$ cat config.mk
export PLATFORM = sky130hd
export DESIGN_NAME = mult8_mac_stream
export DESIGN_NICKNAME = d
export VERILOG_FILES = /design/src/rtl/mac_pkg.sv /design/src/rtl/mult8.sv /design/src/rtl/mult8_mac_datapath.sv /design/src/rtl/mult8_mac_stream.sv
export SDC_FILE = /design/constraint.sdc
export NUM_CORES = 1
export LEC_CHECK = 0
export ABC_AREA = 1
export ABC_CLOCK_PERIOD_IN_PS = 5800
export CAP_MARGIN = 25
export CORE_ASPECT_RATIO = 2
export CORE_MARGIN = 4
export CORE_UTILIZATION = 65
export CTS_BUF_LIST = sky130_fd_sc_hd__clkbuf_8
export DETAILED_ROUTE_END_ITERATION = 8
export PLACE_DENSITY = 0.89
export SKIP_LAST_GASP = 1
export SLEW_MARGIN = 10
export SYNTH_ARGS = -nofsm -noshare
export SYNTH_HDL_FRONTEND = slang
export SYNTH_SLANG_ARGS = --single-unit
export TNS_END_PERCENT = 10
$ cat constraint.sdc
create_clock -name clk -period 5.8 [get_ports clk]
set_input_delay 1.16 -clock clk [delete_from_list [all_inputs] [get_ports clk]]
set_output_delay 1.16 -clock clk [all_outputs]
set_load 0.05 [all_outputs]
$ cat src/rtl/mac_pkg.sv
// Shared definitions for the mult8 multiply-accumulate stream stage.
// Holds the control FSM state type, the default widths and the product width
// of the 8x8 multiplier core.
package mac_pkg;

    typedef enum logic [1:0] {
        StAcc,   // accepting operand beats
        StDrain, // last beat accepted, waiting for it to reach the accumulator
        StHold   // result presented, waiting for the output handshake
    } state_e;

    localparam int unsigned DEFAULT_ACC_W = 24;
    localparam int unsigned DEFAULT_CNT_W = 8;
    localparam int unsigned PROD_W        = 16;

endpackage

$ cat src/rtl/mult8.sv
// Combinational 8x8 unsigned multiplier core.
// Ports:
//   A [7:0]  multiplicand
//   B [7:0]  multiplier
//   P [15:0] exact product (255*255 = 65025 fits)
module mult8 (
    input  logic [7:0]  A,
    input  logic [7:0]  B,
    output logic [15:0] P
);

    assign P = 16'(A) * 16'(B);

endmodule

$ cat src/rtl/mult8_mac_datapath.sv
// Datapath of the MAC stream stage: operand register (S1), multiplier,
// product register (S2), accumulator and sticky overflow flag.
// Ports:
//   clk, rst      clock and synchronous active-high reset
//   beat_i        an operand beat is accepted this cycle
//   a_i, b_i      operands of the accepted beat
//   last_i        accepted beat closes the packet
//   clr_i         clear accumulator and overflow (output handshake)
//   acc_o         running sum modulo 2^ACC_W
//   ovf_o         sticky carry-out of the accumulator
//   last_done_o   the closing beat is being accumulated this cycle
module mult8_mac_datapath
    import mac_pkg::*;
#(
    parameter int unsigned ACC_W = DEFAULT_ACC_W
) (
    input  logic             clk,
    input  logic             rst,
    input  logic             beat_i,
    input  logic [7:0]       a_i,
    input  logic [7:0]       b_i,
    input  logic             last_i,
    input  logic             clr_i,
    output logic [ACC_W-1:0] acc_o,
    output logic             ovf_o,
    output logic             last_done_o
);

    logic [7:0]        a1_q, b1_q;
    logic              last1_q, v1_q;
    logic [PROD_W-1:0] prod;
    logic [PROD_W-1:0] p2_q;
    logic              last2_q, v2_q;
    logic [ACC_W-1:0]  acc_q, acc_d;
    logic              ovf_q, ovf_d;
    logic [ACC_W:0]    sum;

    mult8 u_mult (
        .A(a1_q),
        .B(b1_q),
        .P(prod)
    );

    always_ff @(posedge clk) begin
        if (rst) begin
            a1_q    <= '0;
            b1_q    <= '0;
            last1_q <= 1'b0;
            v1_q    <= 1'b0;
            p2_q    <= '0;
            last2_q <= 1'b0;
            v2_q    <= 1'b0;
            acc_q   <= '0;
            ovf_q   <= 1'b0;
        end else begin
            v1_q <= beat_i;
            if (beat_i) begin
                a1_q    <= a_i;
                b1_q    <= b_i;
                last1_q <= last_i;
            end
            v2_q    <= v1_q;
            last2_q <= last1_q;
            p2_q    <= prod;
            acc_q   <= acc_d;
            ovf_q   <= ovf_d;
        end
    end

    // One extra bit on the sum exposes the carry out of the accumulator.
    always_comb begin
        sum   = {1'b0, acc_q} + {{(ACC_W + 1 - PROD_W){1'b0}}, p2_q};
        acc_d = acc_q;
        ovf_d = ovf_q;
        if (clr_i) begin
            acc_d = '0;
            ovf_d = 1'b0;
        end else if (v2_q) begin
            acc_d = sum[ACC_W-1:0];
            ovf_d = ovf_q | sum[ACC_W];
        end
    end

    assign acc_o       = acc_q;
    assign ovf_o       = ovf_q;
    assign last_done_o = v2_q & last2_q;

endmodule

$ cat src/rtl/mult8_mac_stream.sv
// Streaming multiply-accumulate stage. Accepts a packet of 8-bit operand
// pairs, sums their products and emits one result per packet.
// Ports:
//   clk, rst                  clock and synchronous active-high reset
//   in_valid/in_ready         operand beat handshake
//   in_a, in_b, in_last       operands and end-of-packet marker
//   out_valid/out_ready       result handshake
//   out_acc                   sum of packet products modulo 2^ACC_W
//   out_count                 beats in packet, saturating at all-ones
//   out_ovf                   sticky: some accumulate carried out of ACC_W
module mult8_mac_stream
    import mac_pkg::*;
#(
    parameter int unsigned ACC_W = DEFAULT_ACC_W,
    parameter int unsigned CNT_W = DEFAULT_CNT_W
) (
    input  logic             clk,
    input  logic             rst,
    input  logic             in_valid,
    output logic             in_ready,
    input  logic [7:0]       in_a,
    input  logic [7:0]       in_b,
    input  logic             in_last,
    output logic             out_valid,
    input  logic             out_ready,
    output logic [ACC_W-1:0] out_acc,
    output logic [CNT_W-1:0] out_count,
    output logic             out_ovf
);

    state_e           state_q, state_d;
    logic [CNT_W-1:0] cnt_q, cnt_d;
    logic             accept;
    logic             clr;
    logic             last_done;
    logic [ACC_W-1:0] acc;
    logic             ovf;

    // Outputs are forced low while rst is held, before the reset edge lands.
    assign in_ready  = ~rst & (state_q == StAcc);
    assign out_valid = ~rst & (state_q == StHold);
    assign accept    = in_valid & in_ready;

    mult8_mac_datapath #(
        .ACC_W(ACC_W)
    ) u_datapath (
        .clk        (clk),
        .rst        (rst),
        .beat_i     (accept),
        .a_i        (in_a),
        .b_i        (in_b),
        .last_i     (in_last),
        .clr_i      (clr),
        .acc_o      (acc),
        .ovf_o      (ovf),
        .last_done_o(last_done)
    );

    always_ff @(posedge clk) begin
        if (rst) begin
            state_q <= StAcc;
            cnt_q   <= '0;
        end else begin
            state_q <= state_d;
            cnt_q   <= cnt_d;
        end
    end

    always_comb begin
        state_d = state_q;
        clr     = 1'b0;
        unique case (state_q)
            StAcc: begin
                if (accept && in_last) begin
                    state_d = StDrain;
                end
            end
            StDrain: begin
                if (last_done) begin
                    state_d = StHold;
                end
            end
            StHold: begin
                if (out_ready) begin
                    state_d = StAcc;
                    clr     = 1'b1;
                end
            end
            default: state_d = StAcc;
        endcase
    end

    // Beat counter saturates at all-ones instead of wrapping.
    always_comb begin
        cnt_d = cnt_q;
        if (clr) begin
            cnt_d = '0;
        end else if (accept && (cnt_q != '1)) begin
            cnt_d = cnt_q + 1'b1;
        end
    end

    assign out_acc   = rst ? '0 : acc;
    assign out_count = rst ? '0 : cnt_q;
    assign out_ovf   = ~rst & ovf;

endmodule

* Yosys cells after proc, flatten, opt, wreduce, memory -nomap -nowiden
Cells that the tools add are included.
** Word-level totals
- Bits in latches :: 0
- Memories kept :: 0
- Output and inout bits :: 35
- ROM bits :: 0
- Register bits :: 71
- Word-level logic and storage cells :: 40
- Memory bits (writable) :: 0
** Cells by class
- $add $sub $neg :: 2
- $mul :: 1
- Shift-type cells :: 0
- Divide/modulo/power cells :: 0
- Reductions and logical operators :: 5
- Mux-type cells :: 8
- Equal/unequal tests :: 6
- Order comparisons :: 0
- Bitwise operators :: 7
** Operator list (number)
- 24-bit by 16-bit adder with 25-bit output :: 1
- 24-bit two-way mux :: 1
- 8-bit by 8-bit multiplier with 16-bit output :: 1
- 8-bit by 1-bit adder with 8-bit output, second input constant :: 1
- 8-bit two-way mux :: 1
- 8-bit != test, second input constant :: 1
- 2-bit two-way mux :: 3
- 2-bit case mux with 3 select lines :: 1
- 1-bit bitwise AND :: 5
- 2-bit != test, second input constant :: 2
- 3-bit AND reduction :: 1
- 2-bit by 1-bit == test with 1-bit output, second input constant :: 1
- 2-bit == test, second input constant :: 1
- 1-bit logical AND :: 2
- 2-bit logical NOT :: 1
- 1-bit two-way mux :: 2
- 2-bit by 1-bit != test with 1-bit output, second input constant :: 1
- 2-bit OR reduction :: 1
- 1-bit inverter :: 1
- 1-bit OR :: 1

* Longest topological paths before layout
Gate-level depths: netlist of run 1.
- Word-level depth :: 6
- Depth in mapped cells :: 19
- Mapped depth without buffers :: 18

* By module
From an unflattened synthesis of run 1, not the netlist that was laid out.
** Second synthesis, totals
- Cells, all modules :: 1023
- Area, all modules :: 6498.7 µm²
** By module, submodules not included
- mult8_mac_datapath :: area an instance 3283.1 µm², cells each 495, instances 1, seq. area each 1221.2 µm²
- mult8 :: area an instance 2401.1 µm², cells each 375, instances 1, seq. area each 0.0 µm²
- mult8_mac_stream :: area an instance 814.5 µm², cells each 153, instances 1, seq. area each 200.2 µm²

* Worst setup path before layout of run 1
OpenSTA, ideal clock, no wires.
- Path kind :: register -> register
- Start point :: register u_datapath.b1_q[7]
- End point :: register u_datapath.p2_q[11]
- Library setup time :: 113 ps
- Required time :: 5687 ps
- Clock period less this slack :: 4002 ps
- Path buffers :: 1
- Stages on the path, launching flop included :: 18
- Path slack :: 1798 ps
- Data arrival time :: 3889 ps
- Cells stage by stage :: dfxtp_1 > clkbuf_1 > nand2_1 > fa_1 > fa_1 > inv_1 > fa_1 > inv_1 > fa_1 > inv_1 > ha_1 > nand2_1 > nor3_1 > a21oi_1 > o21ai_0 > nand2_1 > nand2_1 > nor2_1
** Between the ends
- Word-level cells in the longest chain between the ends :: 1
** Ends and longest elaborated chain
- from (decl) :: line mult8_mac_datapath.sv:29 : logic [7:0] a1_q, b1_q;
- from (signal assigned) :: line mult8_mac_datapath.sv:59 : b1_q <= b_i;
- 8-bit by 8-bit multiplier with 16-bit output :: line mult8.sv:12 : assign P = 16'(A) * 16'(B);
- to (signal assigned) :: line mult8_mac_datapath.sv:64 : p2_q <= prod;
- to (decl) :: line mult8_mac_datapath.sv:32 : logic [PROD_W-1:0] p2_q;
No other way between the ends.
A chain may end at the register's enable or synchronous reset.

* Final worst setup path of run 1
- Start point :: register u_datapath.b1_q[6]
- End point :: register u_datapath.p2_q[11]
Same word-level chain as after synthesis.

==> out/qor.csv, run 1 <==
metric;value;unit
grt_max_degree;47;
min_path_type;flop to flop;
ctsResizeCount;0;
setup_viol;0;
drtPass1Iterations;4;
start_kind;flop;
drt-total-wl;14200;µm
vias_per_cell;5.31;
tightest_slew;0.991;ns
yosysTopAreaCell;dfxtp_1;
numCtsBuffers;9;
rr_worst_depth;16;
drt-met1-wl;4700;µm
critPathLaunch;u_datapath.b1_q[6];
criticalPathCategory;flop to flop;
avgSynthCellArea;6.65;µm²
die_y;143;µm
pwr-share-comb;0.187;
clock_power_share;0.347;
maxCapViolations;0;
total_power;1.16;mW
cp.arrival;4.59;ns
dp.cells;1023;
antenna_found_initial;0;
ys_async_sr_fraction;0;
required;6.10;ns
synth_area_leaders;dfxtp_1 (24%), nand2_1 (14%), fa_1 (12%);
wl_met2;8140;µm
fin_ws;1.52;ns
h-tree-depth;3;
p_seq_frac;0.467;
clock_latency;0.37;ns
io_pins;56;
drtIter0Drc;242;
hold_depth;2;
start_util;0.666;
max-vdd-ir-drop;182;µV
synth-seq-cells;71;
cts_sinks;71;
cp-end-kind;flop;
r2r_slack;1.52;ns
instances_no_fill;1038;
cts_tree;yes;
synth-edff-count;0;
die_area;10900;µm²
synth_cell_type_count;34;
dp_slack;1.61;ns
track_usage;0.282;
ys_top_cells_by_count;nand2_1 (227), inv_1 (189), nor2_1 (93);
period_share;0.738;
grt_setup_unrepaired;no;
die_w;75.7;µm
yosys.cell_count.top_type;nand2_1;
layout.nets;1043;
finalClockSkew;0.00670;ns
syn_nets;1008;
min_to;u_datapath.v2_q;
drc;0;
hold_ws;0.414;ns
worstReg2RegEnd;u_datapath.p2_q[11];
hold_path.startpoint;u_datapath.v1_q;
p_switching;0.363;mW
synth_top_area_frac;0.238;
met3_length;425;µm
grt_overflow_total;0;
grt_pass1_wl;23300;µm
top_layer;met4;
fin_crit;4.28;ns
syn_inst;897;
post_cts.repair.setup_buffers;0;
fillers;722;
grt_pass1_vias;5542;
final_hold_viol_count;0;
cts_root_buf;clkbuf_8;
dp_hpwl;11500;µm
avgRoutedWirePerCell;13.7;µm
drv_slew;0;
clock_path_buffers;2;
synthFlopType;dfxtp_1;
clk_pin_slew_worst_paths;0.07;ns
port_buffers;55;
swShare;0.312;
vias;5513;
area_delta_synth_final;12.5;%
antennaDiodeCount;0;
p_per_area;174;nW/µm²
reg2reg_from;u_datapath.b1_q[6];
rows;49;
critPathMaxFanout;9;
ant_nets;0;
p_leak;3.62;nW
internal-power;0.801;mW
core-area;8950;µm²
ys_seq_area_frac;0.238;
drive_above_1_share;0.0331;
gp_congestion;0.927;
maxSlewHeadroom;0.335;
ys_warn_count;0;
setup-tns-final;0;ns
run_status;complete, no violations;
netlist_area;5960;µm²
ctsHoldBuffers;0;
fmax;233;MHz
-- kinds of logic (layout without fill, tap and decap cells) --
logic type / Yosys count / after routing / synth area share
xor gates and xnor gates: 11 / 11 / 0.0162
DFF: 71 / 71 / 0.238
and+or+nand+nor: 401 / 401 / 0.277
buffers and inverters: 225 / 264 / 0.145
adders and majority gates: 90 / 90 / 0.235
AOI/OAI and AO/OA: 99 / 99 / 0.0883
-- stage by stage --
step / area (µm²) / util
6_report: 6710 / 0.749
5_1_grt: 6710 / 0.749
4_1_cts: 6710 / 0.749
3_5_place_dp: 6510 / 0.727
3_3_place_gp: 6510 / 0.727
2_1_floorplan: 5960 / -
-- registers in the layout, summed over array words and instances, names as in the netlist --
signal	cells
cnt_q	8
state_q	2
u_datapath.a1_q	8
u_datapath.acc_o	24
u_datapath.b1_q	8
u_datapath.last1_q	1
u_datapath.last2_q	1
u_datapath.ovf_o	1
u_datapath.p2_q	16
u_datapath.v1_q	1
u_datapath.v2_q	1
-- how the worst max path moves through the flow --
stage | to | slack, ns | cells past startpoint
floorplan | u_datapath.p2_q[11] | 1.80 | 17
global placement | u_datapath.p2_q[11] | 1.66 | 15
detailed placement | u_datapath.p2_q[11] | 1.61 | 16
CTS | u_datapath.p2_q[11] | 1.53 | 16
global route | u_datapath.p2_q[12] | 1.26 | 16
finish | u_datapath.p2_q[11] | 1.52 | 16
-- worst max-delay path, cell delays in order (launching register included) --
cell and delay, ns:
dfxtp_1 0.51, nand2_1 0.10, inv_1 0.09, fa_1 0.46, fa_1 0.53, fa_1 0.55
inv_1 0.06, fa_1 0.53, inv_1 0.04, ha_1 0.34, a21oi_1 0.24, o21ai_0 0.15
a21oi_1 0.22, o21ai_0 0.14, nand2_1 0.08, nand2_1 0.06, nor2_1 0.12
-- power groups by stage --
stage          Combinational [mW]  Sequential (mW)  Clock (mW)
2_1_floorplan               0.179            0.529           0
3_3_place_gp                0.210            0.552           0
3_5_place_dp                0.216            0.554           0
4_1_cts                     0.218            0.542       0.408
5_1_grt                     0.249            0.546       0.424
6_report                    0.217            0.543       0.404
-- cells in the final DEF, fill, tap and decap left out, types with 2 or more instances in the layout --
master	count
nand3_2	2
clkbuf_8	10
clkdlybuf4s50_1	54
nand2_1	227
ha_1	53
dfxtp_1	71
nor4_1	6
nand2_2	3
nand4_1	2
o21ai_1	3
nor2_1	93
clkinv_2	2
nand3_1	50
o21ai_0	27
xor2_1	11
or2_2	3
nor3_1	10
buf_4	2
a21oi_1	62
inv_1	189
o21bai_1	2
fa_1	37
-- layer usage --
metal / up-vias / GRT usage
met4: 0 / 0.188
li1: 2808 / -
met3: 61 / 0.0476
met1: 2507 / 0.240
met5: - / 0
met2: 137 / 0.550
-- area by class of cell --
cell class	count	area, µm²	share of cell area
sequential	71	1420	0.212
multi-input combinational	601	3680	0.549
inverter	192	723	0.108
tap	102	128	0.0190
clock inverter	5	57.6	0.00858
timing repair buffer	57	561	0.0836
clock buffer	10	138	0.0205
No activity file was read; power rests on OpenSTA's default activity.
==> inputs of run 2 (changes only) <==
--- a/config.mk
+++ b/config.mk
@@ -6,14 +6,14 @@
 export NUM_CORES = 1
 export LEC_CHECK = 0
 export ABC_AREA = 1
-export ABC_CLOCK_PERIOD_IN_PS = 5800
+export ABC_CLOCK_PERIOD_IN_PS = 3510
 export CAP_MARGIN = 25
 export CORE_ASPECT_RATIO = 2
 export CORE_MARGIN = 4
-export CORE_UTILIZATION = 65
+export CORE_UTILIZATION = 54
 export CTS_BUF_LIST = sky130_fd_sc_hd__clkbuf_8
 export DETAILED_ROUTE_END_ITERATION = 8
-export PLACE_DENSITY = 0.89
+export PLACE_DENSITY = 0.79
 export SKIP_LAST_GASP = 1
 export SLEW_MARGIN = 10
 export SYNTH_ARGS = -nofsm -noshare
==> constraint.sdc (replaced) <==
create_clock -name clk -period 3.51 [get_ports clk]
set_input_delay 0.702 -clock clk [delete_from_list [all_inputs] [get_ports clk]]
set_output_delay 0.702 -clock clk [all_outputs]
set_load 0.05 [all_outputs]
==> run 2 against run 1 <==
Against the previous run: the run now ends with setup timing left; setup slack worse by 1.7 ns; total power rose by 75%; fmax up 15%; die area increased by 19%; clock skew grew 0.0044 ns; first-iteration DRC count fell by 5.8%; sequential power grew 63%; register-to-register slack got worse by 1.7 ns; flip-flop and latch count stayed put; non-clock buffer count increased by 45; largest power group unchanged.
==> out/qor.csv, run 2 (synthesized netlist as in run 1, its figures left out) <==
metric;value;unit
setup_viol;10;
drt-total-wl;14900;µm
fillers;941;
instances_no_fill;1121;
reg2reg_from;u_datapath.a1_q[3];
rows;54;
final_hold_viol_count;0;
cp.arrival;4.04;ns
clock_path_buffers;2;
dp_slack;-0.342;ns
p_switching;0.633;mW
regArea;1440;µm²
area_delta_synth_final;21.6;%
vias_per_cell;5.12;
layout.nets;1088;
gp_congestion;0.967;
grt_pass1_wl;24700;µm
die_w;82.3;µm
multi_input_area;3810;µm²
pwr-share-comb;0.225;
postPlaceCellArea;7020;µm²
core-area;10900;µm²
dp_hpwl;12100;µm
cts_sinks;71;
maxSlewHeadroom;0.406;
grt_overflow_total;0;
cts_root_buf;clkbuf_8;
drv_slew;0;
period_share;1.06;
largest_register_ffs;24;
use_met3;0.0403;
numCtsBuffers;9;
clock_power_share;0.340;
ctsHoldBuffers;0;
post_cts.repair.setup_buffers;0;
clock_latency;0.37;ns
worstReg2RegEnd;u_datapath.p2_q[14];
setup-tns-final;-1.54;ns
die_y;157;µm
hold_ws;0.407;ns
mostFrequentLayoutCell;nand2_1;
dp.cells;1106;
drtPass1Iterations;4;
maxCapViolations;0;
die_area;12900;µm²
total_power;2.04;mW
r2r_slack;-0.21;ns
p_leak;3.87;nW
h-tree-depth;3;
vias;5735;
p_seq_frac;0.436;
max-vdd-ir-drop;396;µV
finalClockSkew;0.0111;ns
grt_pass1_vias;5704;
violations;setup timing;
avgRoutedWirePerCell;13.3;µm
criticalPathCategory;flop to flop;
ant_nets;0;
grt_max_degree;47;
drc;0;
hold_path.startpoint;u_datapath.v1_q;
internal-power;1.40;mW
tightest_slew;0.892;ns
io_pins;56;
clk_pin_slew_worst_paths;0.08;ns
start_kind;flop;
swShare;0.311;
antenna_found_initial;0;
track_usage;0.249;
grt_util_met1;0.217;
grt_setup_unrepaired;yes;
fin_util;0.667;
min_path_type;flop to flop;
p_per_area;281;nW/µm²
drtIter0Drc;228;
most-common-layout-cells;nand2_1 (225), inv_1 (185), nor2_1 (92);
fmax;268;MHz
required;3.82;ns
port_buffers;55;
cts_tree;yes;
grt_busiest_layer;met2;
fin_crit;3.72;ns
fin_ws;-0.215;ns
start_util;0.548;
run_status;complete, but fails checks;
hold_depth;2;
antennaDiodeCount;0;
rr_worst_depth;17;
min_to;u_datapath.v2_q;
critPathMaxFanout;6;
gr-usage-met2;0.501;
final_cell_area;7250;µm²
drive_above_1_share;0.111;
cp-end-kind;flop;
==> run 2: changes by cell type in the layout (fill, tap and decap cells not counted), sizes merged <==
cell,delta
clkinvlp,+2
buf,+45
clkinv,-3
clkbuf,+1
==> run 2: how the worst max path moves through the flow <==
stage | start | slack [ns] | endpoint
floorplan | u_datapath.b1_q[5] | -0.06 | u_datapath.p2_q[11]
global placement | u_datapath.a1_q[2] | -0.24 | u_datapath.p2_q[12]
detailed placement | u_datapath.b1_q[7] | -0.34 | u_datapath.p2_q[12]
CTS | u_datapath.a1_q[3] | -0.22 | u_datapath.p2_q[12]
global route | u_datapath.b1_q[6] | -0.46 | u_datapath.p2_q[14]
finish | u_datapath.a1_q[3] | -0.21 | u_datapath.p2_q[14]
==> run 2: timing repair <==
action / 4_1_cts / 5_1_grt
pin swaps: 2 / 2
endpoints found under the setup margin: 10 / 11
gates resized for setup: 13 / 4
==> run 2: power groups by stage <==
| stage | Combinational, mW | Sequential, mW | Clock (mW) |
|---|---|---|---|
| 2_1_floorplan | 0.338 | 0.875 | 0 |
| 5_1_grt | 0.513 | 0.891 | 0.738 |
| 6_report | 0.457 | 0.887 | 0.692 |
| 3_3_place_gp | 0.443 | 0.902 | 0 |
| 3_5_place_dp | 0.457 | 0.903 | 0 |
| 4_1_cts | 0.461 | 0.886 | 0.703 |
==> run 2: area by class of cell <==
| type | count | share of cell area |
|---|---|---|
| Clock inverter | 4 | 0.00742 |
| Multi-Input combinational cell | 601 | 0.525 |
| Clock buffer | 11 | 0.0209 |
| Tap cell | 140 | 0.0242 |
| Timing Repair Buffer | 102 | 0.124 |
| Inverter | 192 | 0.0997 |
| Sequential cell | 71 | 0.199 |
==> run 2: per-layer routing <==
layer,part of all wire,routed length [µm],vias up
met4,0.046,682,0
met5,0,0,-
met3,0.025,370,48
met2,0.60,8880,114
li1,-,-,2897
met1,0.33,4980,2676
==> run 2: worst max-delay path, stage by stage (launching register included) <==
cell and delay (ns):
dfxtp_2 0.35, buf_4 0.15, nand2_1 0.06, inv_1 0.05
fa_1 0.53, fa_1 0.43, fa_1 0.50, inv_1 0.05
fa_1 0.49, inv_2 0.05, ha_4 0.24, a21oi_1 0.13
o21ai_1 0.10, a21oi_2 0.22, o21ai_1 0.12, nand2_1 0.08
nand2_1 0.05, nor2_1 0.08
==> inputs of run 3 (changes only) <==
--- a/config.mk
+++ b/config.mk
@@ -7,7 +7,7 @@
 export LEC_CHECK = 0
 export ABC_AREA = 1
 export ABC_CLOCK_PERIOD_IN_PS = 3510
-export CAP_MARGIN = 25
+export CAP_MARGIN = 20
 export CORE_ASPECT_RATIO = 2
 export CORE_MARGIN = 4
 export CORE_UTILIZATION = 54
==> results of run 3 <==
Same layout as run 2: the final DEF is identical, and so are final timing and power.
